## config.mk

```make
export PLATFORM = sky130hd
export DESIGN_NAME = timer_arbiter
export DESIGN_NICKNAME = d
export VERILOG_FILES = /design/src/rtl/timer_arbiter.sv
export SDC_FILE = /design/constraint.sdc
export NUM_CORES = 1
export LEC_CHECK = 0
export CAP_MARGIN = 20
export CORE_MARGIN = 3
export CORE_UTILIZATION = 45
export CTS_CLUSTER_SIZE = 12
export DETAILED_ROUTE_END_ITERATION = 8
export HOLD_SLACK_MARGIN = 0.05
export MAX_ROUTING_LAYER = met4
export PLACE_DENSITY = 0.95
export SLEW_MARGIN = 20
export SYNTH_ARGS = -nofsm -noshare
export SYNTH_HDL_FRONTEND = slang
export SYNTH_SLANG_ARGS = --single-unit
```

## constraint.sdc

```tcl
create_clock -name clk -period 6.2 [get_ports clk]
set_clock_uncertainty 0.15 [all_clocks]
set_input_delay 1.24 -clock clk [delete_from_list [all_inputs] [get_ports clk]]
set_output_delay 1.24 -clock clk [all_outputs]
set_load 0.05 [all_outputs]
```

## src/rtl/timer_arbiter.sv

```systemverilog
// timer_arbiter: N requesters share one up-counter. An idle block grants
// round-robin; the winner's preset is loaded and counted up to all-ones,
// then done pulses for one cycle and the block returns to idle. Dropping
// the request while running aborts the interval without a done pulse.
//
// Ports:
//   clk     rising-edge clock
//   rst     synchronous, active-low reset
//   req     [N]        level request per requester, held until done/abort
//   preset  [N*WIDTH]  per-requester start value, slice i = [i*WIDTH +: WIDTH]
//   gnt     [N]        registered one-hot grant, zero when idle
//   done    [N]        one-cycle completion pulse to the granted requester
//   busy               high in RUN or DONE
//   count   [WIDTH]    shared counter value
module timer_arbiter #(
  parameter int N     = 4,
  parameter int WIDTH = 16
) (
  input  logic               clk,
  input  logic               rst,
  input  logic [N-1:0]       req,
  input  logic [N*WIDTH-1:0] preset,
  output logic [N-1:0]       gnt,
  output logic [N-1:0]       done,
  output logic               busy,
  output logic [WIDTH-1:0]   count
);

  localparam int IW = $clog2(N);

  typedef enum logic [1:0] {IDLE, RUN, DONE} state_t;

  state_t           state, state_nx;
  logic [N-1:0]     gnt_nx;
  logic [WIDTH-1:0] count_nx;
  logic [IW-1:0]    sel, sel_nx;
  logic [IW-1:0]    last, last_nx;
  logic [IW-1:0]    pick;
  logic             pick_vld;

  // Round-robin search: first requester after 'last', wrapping mod N.
  always_comb begin
    logic [IW-1:0] cand;
    pick     = last;
    pick_vld = 1'b0;
    cand     = '0;
    for (int k = 1; k <= N; k++) begin
      cand = IW'((int'(last) + k) % N);
      if (!pick_vld && req[cand]) begin
        pick     = cand;
        pick_vld = 1'b1;
      end
    end
  end

  always_comb begin
    state_nx = state;
    gnt_nx   = gnt;
    count_nx = count;
    sel_nx   = sel;
    last_nx  = last;
    unique case (state)
      IDLE: begin
        if (pick_vld) begin
          state_nx = RUN;
          gnt_nx   = N'(1) << pick;
          count_nx = preset[pick*WIDTH +: WIDTH];
          sel_nx   = pick;
        end
      end
      RUN: begin
        if (!req[sel]) begin
          // abort: count is left frozen at its current value
          state_nx = IDLE;
          gnt_nx   = '0;
          last_nx  = sel;
        end else if (&count) begin
          state_nx = DONE;          // saturate, never wrap
        end else begin
          count_nx = count + WIDTH'(1);
        end
      end
      DONE: begin
        // always one idle edge after completion, even if requests wait
        state_nx = IDLE;
        gnt_nx   = '0;
        last_nx  = sel;
      end
      default: begin
        state_nx = IDLE;
        gnt_nx   = '0;
      end
    endcase
  end

  always_ff @(posedge clk) begin
    if (!rst) begin
      state <= IDLE;
      gnt   <= '0;
      count <= '0;
      sel   <= '0;
      last  <= IW'(N - 1);          // req[0] wins first
    end else begin
      state <= state_nx;
      gnt   <= gnt_nx;
      count <= count_nx;
      sel   <= sel_nx;
      last  <= last_nx;
    end
  end

  assign done = (state == DONE) ? gnt : '0;
  assign busy = (state != IDLE);

endmodule

```

-- Yosys cells after proc, flatten, opt, wreduce, memory -nomap -nowiden
Cells that the tools add are included.
- bits in registers: 26
- bits of input ports: 70
- output and inout bits: 25
- $add $sub $neg: 5
- magnitude comparators: 5
- equal/unequal tests: 7
- shifts and indexed selects: 2
- multiplexer cells: 32
- reductions and logical operators: 16
- operators by type and width (kind ; count):
    $shiftx A64 B7 Y16 ; 1
    $mux W16 ; 3
    $pmux W16 S2 ; 1
    $add A16 B1 Y16 const B ; 1
    $mux W2 ; 8
    $reduce_and A16 Y1 ; 1
    $lt A2 B3 Y1 const B ; 5
    $mux W4 ; 3
    $bmux W1 S2 ; 5
    $mux W1 ; 9
    $ne A2 B2 Y1 const B ; 4
    $pmux W2 S2 ; 2
    $pmux W4 S2 ; 1
    $reduce_and A2 Y1 ; 4
    $reduce_bool A2 Y1 ; 3
    $add A2 B1 Y2 const B ; 2
    $add A2 B2 Y2 const B ; 2
    $reduce_and A4 Y1 ; 1
    $shl A1 B2 Y4 const A ; 1
    $logic_and A1 B1 Y1 ; 3
    $logic_not A1 Y1 ; 3
    $ne A3 B3 Y1 const B ; 1
    $eq A2 B1 Y1 const B ; 1
    $eq A2 B2 Y1 const B ; 1
    $logic_not A2 Y1 ; 1

-- Depth between registers and ports, before layout
Gate-level depths: netlist (run 1).
- depth in word-level cells: 16
- mapped depth: 9
- gate-level depth less buffers: 7

-- Worst setup path before layout (run 1)
No wires, ideal clock.
- kind: input to register
- from: input port req[2]
- to: register count[3]
- arrival: 2540 ps
- data required time: 5917 ps
- slack: 3377 ps
- stages: 7
- buffers on the path: 1
- cells stage by stage: or4_1 nand2_1 o2bb2ai_2 buf_4 a21oi_1 o21ai_0 a211oi_2
- word-level cells in the longest chain between the ends: 15
- elaborated cells between the ends (all ways): 30
- classes of those cells: eq/ne: 2; shift: 1; mux: 20; reduce/logical: 7
- RTL lines (item ; RTL line ; source):
    start, declared ; 21 ; input logic [N-1:0] req,
    $bmux W1 S2 ; 49 ; if (!pick_vld && req[cand]) begin
    $mux W1 (not written as such) ; 49 ;
    $mux W1 ; 49 ;
    $logic_not A1 Y1 ; 49 ;
    $logic_and A1 B1 Y1 ; 49 ;
    $mux W1 ; 49 ;
    $logic_not A1 Y1 ; 49 ;
    $logic_and A1 B1 Y1 ; 49 ;
    $mux W1 ; 49 ;
    $logic_not A1 Y1 ; 49 ;
    $logic_and A1 B1 Y1 ; 49 ;
    $mux W2 ; 49 ;
    $shiftx A64 B7 Y16 ; 67 ; count_nx = preset[pick*WIDTH +: WIDTH];
    $mux W16 ; 64 ; if (pick_vld) begin
    $pmux W16 S2 ; 62 ; unique case (state)
    end signal, assigned ; 106 ; count <= count_nx;
    end, declared ; 26 ; output logic [WIDTH-1:0] count
Several ways; a longest one is shown, not always the timed one. The select of a mux whose other input is x is not followed.
A chain may end at the register's enable or synchronous reset.

-- Worst setup path after layout (run 1)
- from: input port req[3]
- to: register count[1]
Same word-level chain as after synthesis.

==> out/qor.csv, run 1 <==
metric;value;unit
status;complete, no violations;
grt_remaining_overflow;0;
tns;0;ns
synth.distinct_cells;55;
cap_violations;0;
timing.final.hold_violations;0;
cts_setup_buffers;0;
swShare;39.75;%
die-height;74.12;um
crit_fanout;16;
layout_commonest_cell;clkdlybuf4s50_1;
cts_sinks;26;
die_w;74.12;um
holdBufCountCts;0;
final_nets;404;
pwr-share-clk;20.2;%
pin_count;95;
ys_seq_elements;26;
worstPathArrival;3.58;ns
synth_area_leaders;dfxtp_1 (25%), mux2i_1 (13%), nand2_1 (4.9%);
root_buffer;clkbuf_8;
wl_per_cell;16.15;um
hold_path_class;flop to flop;
peakVddDrop;0.1135;mV
totalWireLength;6203;um
ys_warn_count;0;
cts-resized-gates;0;
drive_gt1_share;7.229;%
cts_buffers;3;
htreeDepth;1;
startpoint_type;input pin;
internal_power;0.0004318;W
timing.hold.ws;0.3989;ns
hpwl;4722;um
clk_latency;0.28;ns
power.share.combinational;48.2;%
crit_type;input pin to flop;
drt_iter0_drc;158;
synth_top_area_share;24.93;%
dpl_cell_area;2994;sq um
n_antenna_cell;0;
coreArea;4414;sq um
grt_max_degree;34;
initial_core_util;47.31;%
instances_no_fill;384;
ys_seq_area_share;24.93;%
fin_crit;3.548;ns
async_flop_share;0;%
worst_pin_slew;0.8571;ns
finalInstanceArea;3065;sq um
p_total;0.0007166;W
vias;2307;
fin_crit_sh;57.23;%
grt_pass1_vias;2098;
syn_area;2088;sq um
grt_usage;23.28;%
area_growth;46.79;%
seq_power_share;31.5;%
port_buffers;94;
clock_path_buffers;2;
dp.cells;380;
postSynthCellCount;250;
pwr_density_cell;233.8;nW/um^2
worstSetupEndpointType;flop;
synth_edf_count;0;
p_sw;0.0002848;W
antenna_found_initial;0;
avgSynthCellArea;8.353;sq um
place.gp.congestion;0.9455;
synth_top_cell_by_area;dfxtp_1;
dieArea;5494;sq um
synthFlopType;dfxtp_1;
layout_common_cells;clkdlybuf4s50_1 (94), mux2i_1 (28), nand2_1 (27), dfxtp_1 (26), nand3_1 (16);
clk_pin_slew_worst_paths;0.10;ns
dr.pass1.iters;5;
drv_slew;0;
slew-limit-headroom;42.68;%
route.detailed.drc;0;
grt_pass1_wl;9963;um
p_leak;1.185;nW
ant_nets;0;
setup_violations;0;
vias_per_cell;6.008;
cts_tree;done;
rsz0062_at_grt;no;
max_freq;0.2818;GHz
syn_nets;321;
cp.required;6.23;ns
rows;24;
r2r_slack;3.77;ns
-- power groups by stage --
stage	Sequential, W	Clock (W)	Combinational (W)
2_1_floorplan	0.000293	0	0.000166
3_3_place_gp	0.000227	0	0.000337
3_5_place_dp	0.000228	0	0.000344
4_1_cts	0.000225	0.000143	0.000347
5_1_grt	0.000229	0.000150	0.000371
6_report	0.000226	0.000145	0.000346
-- layer usage --
metal	global-route usage, %	wire length, um	vias up
li1	-	-	1103
met1	30.56	2602	1069
met2	38.29	2968	124
met3	2.432	517	11
met4	5.835	114	0
met5	-	0	-
-- synth_stat cells, drive strengths merged, types with 3 or more instances --
cell type	count
mux2i	28
nand2	28
dfxtp	26
nand3	16
o21ai	15
and3	10
buf	10
nor2	10
a21oi	9
a31oi	9
clkbuf	7
mux2	7
a22oi	6
a32o	6
and2	6
nor2b	6
nor3	6
inv	4
nand2b	4
nand3b	3
-- final timing paths --
| kind | startpoint | to | cells after the start |
|---|---|---|---|
| max | req[3] | count[1]$_SDFFE_PN0P_ | 7 |
| min | sel[1]$_SDFFE_PN0P_ | last[1]$_SDFFE_PN1P_ | 2 |
| max reg2reg | state[1]$_SDFFE_PN0P_ | count[0]$_SDFFE_PN0P_ | 6 |
| min reg2reg | sel[1]$_SDFFE_PN0P_ | last[1]$_SDFFE_PN1P_ | 2 |
-- layout make-up --
| class | instances | area, sq um |
|---|---|---|
| clock buffers | 3 | 41.29 |
| clock inverters | 1 | 30.03 |
| fillers | 357 | 1349 |
| inverters | 4 | 15.01 |
| multi-input cells | 203 | 1445 |
| flip-flops and latches | 26 | 520.5 |
| well taps | 52 | 65.06 |
| repair buffers | 95 | 948.4 |
-- critical path: stages --
cell and delay (ns):
clkdlybuf4s50_1 0.50, nor4_1 0.57, o211ai_1 0.18, o2bb2ai_2 0.60, nor2_1 0.11, a31oi_1 0.16, a21bo_2 0.24
-- per-stage QoR --
stage	setup WS, ns	util, %
6_report	2.652	69.44
5_1_grt	2.538	69.44
2_1_floorplan	3.377	-
3_5_place_dp	2.445	67.83
3_3_place_gp	2.478	67.83
4_1_cts	2.721	69.44
-- cells by family (layout without fill, tap and decap cells) --
kind of cell | after synthesis | after routing | share of synthesized area (%)
DFF | 26 | 26 | 24.93
AOI/OAI and AO/OA | 65 | 65 | 23.37
buffers and inverters | 21 | 103 | 6.171
muxes | 37 | 37 | 19.71
and+or+nand+nor | 97 | 97 | 23.97
xor gates and xnor gates | 3 | 3 | 1.258
adders and majority gates | 1 | 1 | 0.5991
-- registers in the layout, summed over array words and instances, names as in the netlist --
name / count
sel: 2
count: 16
gnt: 4
last: 2
state: 2
No activity file was read; power rests on OpenSTA's default activity.
==> run 2, diff against run 1 <==
- CORE_UTILIZATION: 45 -> 38
- PLACE_DENSITY: 0.95 -> 0.86
- clock period: 6.2 -> 3 ns (I/O delays scaled with it)
==> out/qor.csv, run 2 (synthesis results as in run 1) <==
metric;value;unit;change
final_nets;412;;+2.0%
place.gp.congestion;0.9114;;-3.6%
layout_common_cells;clkdlybuf4s50_1 (94), mux2i_1 (28), nand2_1 (27), dfxtp_1 (26), nand3_1 (16);;
n_antenna_cell;0;;unchanged
totalWireLength;6571;um;+5.9%
dpl_cell_area;3089;sq um;+3.2%
dp.cells;406;;+6.8%
grt_usage;20.71;%;-2.6 points
die-height;80.13;um;+8.1%
clk_latency;0.28;ns;about the same
cp.required;2.25;ns;-3.98 ns
instances_no_fill;410;;+6.8%
cts_setup_buffers;0;;unchanged
coreArea;5205;sq um;+18%
clk_pin_slew_worst_paths;0.09;ns;about the same
tns;0;ns;unchanged
fin_crit_sh;88.11;%;
ant_nets;0;;unchanged
dieArea;6421;sq um;+17%
fin_crit;2.643;ns;
reg_top3;count: 16 flops, gnt: 4 flops;;
max_freq;0.3783;GHz;
hpwl;5077;um;+7.5%
antenna_found_initial;0;;unchanged
top_register;count;;
root_buffer;clkbuf_8;;
crit_chain;nor2b_1, and2_1, clkdlybuf4s50_1;;
largest_reg_flops;16;;unchanged
grt_pass1_vias;2261;;+7.8%
cap_violations;0;;unchanged
setup_violations;0;;unchanged
crit_type;flop to output pin;;
status;complete, no violations;;
pwr_density_cell;459.9;nW/um^2;+97%
clock_path_buffers;2;;unchanged
rows;26;;+8.3%
dr.pass1.iters;5;;unchanged
grt_max_degree;23;;-32%
hold_path_class;flop to flop;;
slowest_delay;0.79;ns;+0.19 ns
p_leak;1.221;nW;+3.1%
layout_commonest_cell;clkdlybuf4s50_1;;
worstPathArrival;1.89;ns;-1.69 ns
slew-limit-headroom;56.31;%;+14 points
port_buffers;94;;unchanged
vias;2321;;+0.61%
peakVddDrop;0.2021;mV;+78%
route.detailed.drc;0;;unchanged
holdBufCountCts;0;;unchanged
htreeDepth;1;;unchanged
worstSetupEndpointType;output pin;;
finalInstanceArea;3144;sq um;+2.6%
cts_sinks;26;;unchanged
grt_pass1_wl;10350;um;+3.9%
drt_iter0_drc;174;;+10%
die_w;80.13;um;+8.1%
drv_slew;0;;unchanged
worst_pin_slew;0.6554;ns;-0.2017 ns
area_growth;50.57;%;
cts_buffers;3;;unchanged
grt_remaining_overflow;0;;unchanged
timing.hold.ws;0.3900;ns;-0.008860 ns
wl_per_cell;16.03;um;-0.79%
startpoint_type;flop;;
p_total;0.001446;W;+100%
vias_per_cell;5.661;;-5.8%
cts_tree;done;;
pin_count;95;;unchanged
crit_fanout;5;;-11
timing.final.hold_violations;0;;unchanged
cts-resized-gates;0;;unchanged
drive_gt1_share;9.412;%;+2.2 points
rsz0062_at_grt;no;;
slowest_stage;clkdlybuf4s50_1;;
initial_core_util;40.12;%;-7.2 points
## run 2: cell types whose count changed in the layout (fill, tap and decap cells not counted)
cell	previous run	this run
buf_4	1	8
buf_12	0	1
clkbuf_8	3	4
bufinv_16	1	0
## run 2: critical path, delay by kind of cell (launching register included)
kind | cells | cell delay, ns
buffers and inverters | 1 | 0.79
and+or+nand+nor | 2 | 0.46
DFF | 1 | 0.36
## run 2: final timing paths
path / slack, ns / to / from / cells after the start
hold reg to reg: 0.39 / last[1]$_SDFFE_PN1P_ / sel[1]$_SDFFE_PN0P_ / 2
setup / recovery: 0.36 / done[1] / state[1]$_SDFFE_PN0P_ / 3
setup reg to reg: 0.67 / count[7]$_SDFFE_PN0P_ / state[0]$_SDFFE_PN0P_ / 6
hold / removal: 0.39 / last[1]$_SDFFE_PN1P_ / sel[1]$_SDFFE_PN0P_ / 2
## run 2: area by class of cell
type                    instances  area, sq um
inverters                       4        15.01
flip-flops and latches         26        520.5
well taps                      70        87.58
repair buffers                103         1021
clock buffers                   4        55.05
multi-input cells             203         1445
fillers                       452         2061
## run 2: per-layer routing
metal / part of all wire [%] / global-route usage (%)
met3: 7.3 / 3.475
met5: 0 / -
met1: 41 / 24.11
met4: 1.9 / 6.757
met2: 49 / 36.18
## run 2: report_power, final
part	internal [W]	total (W)	switching (W)
sequential	0.000398	0.000468	0.0000706
combinational	0.000337	0.000743	0.000406
clock	0.000118	0.000235	0.000117
total	0.000853	0.00145	0.000594
## run 2: stage by stage
step | setup WS, ns | utilization, %
after floorplan | 0.7347 | -
after global placement | 0.1605 | 59.35
after detailed placement | 0.09738 | 59.35
after CTS | 0.3412 | 60.41
after global routing | 0.2488 | 60.41
final | 0.3566 | 60.41
==> run 3, diff against run 2 <==
- CORE_UTILIZATION: 38 -> 28
- PLACE_DENSITY: 0.86 -> 0.67
- clock period: 3 -> 3.4 ns (I/O delays scaled with it)
==> out/qor.csv, run 3 (synthesis results as in run 1) <==
metric;value;unit;change
holdPathEnd;last[0]$_SDFFE_PN1P_;;
cts_tree;done;;
rr_worst_depth;6;;unchanged
fin_crit_sh;82.19;%;
vias_per_cell;5.114;;-9.7%
cp.required;2.57;ns;+0.32 ns
top_register;count;;
grt_pass1_wl;10780;um;+4.1%
timing.final.hold_violations;0;;unchanged
critPathTopFamily;buffers and inverters;;
rr_startpoint;state[0]$_SDFFE_PN0P_;;
cts_buffers;3;;unchanged
cap_violations;0;;unchanged
r2r-end;count[7]$_SDFFE_PN0P_;;
worstSetupEndpointType;output pin;;
grt_max_degree;34;;+48%
cts_sinks;26;;unchanged
setup_violations;0;;unchanged
slowest_delay;0.81;ns;+0.02 ns
final_nets;406;;-1.5%
area_growth;49.37;%;
drive_gt1_share;7.784;%;-1.6 points
root_buffer;clkbuf_8;;
peakVddDrop;0.1801;mV;-11%
route.detailed.drc;0;;unchanged
holdBufCountCts;0;;unchanged
htreeDepth;1;;unchanged
slew-limit-headroom;58.48;%;+2.2 points
hold_path_depth;2;;unchanged
status;complete, no violations;;
crit_fanout;5;;unchanged
vias;2199;;-5.3%
wl_per_cell;15.35;um;-4.2%
worstPathArrival;1.96;ns;+0.07 ns
ant_nets;0;;unchanged
clk_latency;0.28;ns;about the same
port_buffers;94;;unchanged
timing.hold.ws;0.4059;ns;+0.01587 ns
clk_pin_slew_worst_paths;0.09;ns;about the same
max_freq;0.3578;GHz;
r2r_slack;0.99;ns;+0.32 ns
crit_type;flop to output pin;;
dr.pass1.iters;4;;-1
hold_path_startpoint;sel[0]$_SDFFE_PN0P_;;
p_leak;1.188;nW;-2.8%
rows;30;;+15%
tns;0;ns;unchanged
worst_pin_slew;0.6229;ns;-0.03256 ns
hold_path_class;flop to flop;;
cts_setup_buffers;0;;unchanged
place.gp.congestion;0.8741;;-4.1%
die-height;92.36;um;+15%
pin_count;95;;unchanged
coreArea;7019;sq um;+35%
grt_usage;15.66;%;-5.1 points
startpoint_type;flop;;
n_antenna_cell;0;;unchanged
clock_path_buffers;2;;unchanged
fin_crit;2.795;ns;
slowest_stage;clkdlybuf4s50_1;;
grt_pass1_vias;2163;;-4.3%
crit_chain;nor2b_1, and2_1, clkdlybuf4s50_1;;
drv_slew;0;;unchanged
path_buf_inv;1;;unchanged
largest_reg_flops;16;;unchanged
pwr_density_cell;401.9;nW/um^2;-13%
initial_core_util;29.75;%;-10 points
antenna_found_initial;0;;unchanged
grt_remaining_overflow;0;;unchanged
totalWireLength;6599;um;+0.43%
layout_commonest_cell;clkdlybuf4s50_1;;
reg_top3;count: 16 flops, gnt: 4 flops;;
die_w;92.36;um;+15%
layout_common_cells;clkdlybuf4s50_1 (94), mux2i_1 (28), nand2_1 (27), dfxtp_1 (26), nand3_1 (16);;
drt_iter0_drc;148;;-15%
hpwl;5105;um;+0.55%
cts-resized-gates;0;;unchanged
dieArea;8530;sq um;+33%
rsz0062_at_grt;no;;
==> run 3: cell count changes in the layout (fill, tap and decap cells not counted) <==
cell / previous run / this run
buf_12: 1 / 0
buf_4: 8 / 3
==> run 3: worst reg2reg max path: stages (launching register included) <==
cell      delay (ns)
dfxtp_1         0.39
and2b_1         0.55
nand2_2         0.26
a41oi_2         0.34
nand2b_1        0.28
a31oi_1         0.14
a32o_1          0.21
==> run 3: metal layers <==
metal | part of all wire (%) | GRT usage [%]
met1 | 47 | 20.95
met2 | 46 | 25.08
met3 | 6.7 | 2.275
met4 | 1.0 | 3.589
met5 | 0 | -
==> run 3: worst max path at each step <==
stage                               start                      to  slack [ns]  cells after the start
floorplan           count[0]$_SDFFE_PN0P_   count[3]$_SDFFE_PN0P_        1.13                      8
finish              state[1]$_SDFFE_PN0P_                 done[3]        0.61                      3
CTS                 state[1]$_SDFFE_PN0P_                 done[3]        0.56                      3
detailed placement                 req[3]  count[10]$_SDFFE_PN0P_        0.36                      7
global placement                   req[3]  count[10]$_SDFFE_PN0P_        0.42                      7
global route        state[1]$_SDFFE_PN0P_                 done[3]        0.49                      3
==> run 3: final cells by class <==
| type | instances | area [sq um] |
|---|---|---|
| sequential | 26 | 520.5 |
| inverter | 4 | 15.01 |
| multi-input combinational | 203 | 1445 |
| tap | 96 | 120.1 |
| clock buffer | 4 | 55.05 |
| timing repair buffer | 97 | 963.4 |
| fill | 724 | 3900 |
==> run 3: power by group <==
part | internal [W] | switching, W | total, W | leakage (nW)
Sequential | 0.000351 | 0.0000627 | 0.000414 | 0.215
Combinational | 0.000281 | 0.000349 | 0.000630 | 0.944
Clock | 0.000104 | 0.000107 | 0.000211 | 0.0288
==> run 3: stage by stage <==
step	util [%]	instance area, sq um	worst slack (ns)	total power [W]	instances
global route	44.44	3119	0.4855	0.001321	430
finish	44.44	3119	0.6054	0.001254	430
floorplan	-	2088	1.135	0.0008381	250
global placement	43.65	3064	0.4228	0.001048	426
CTS	44.44	3119	0.5555	0.001261	430
detailed placement	43.65	3064	0.3603	0.001053	426
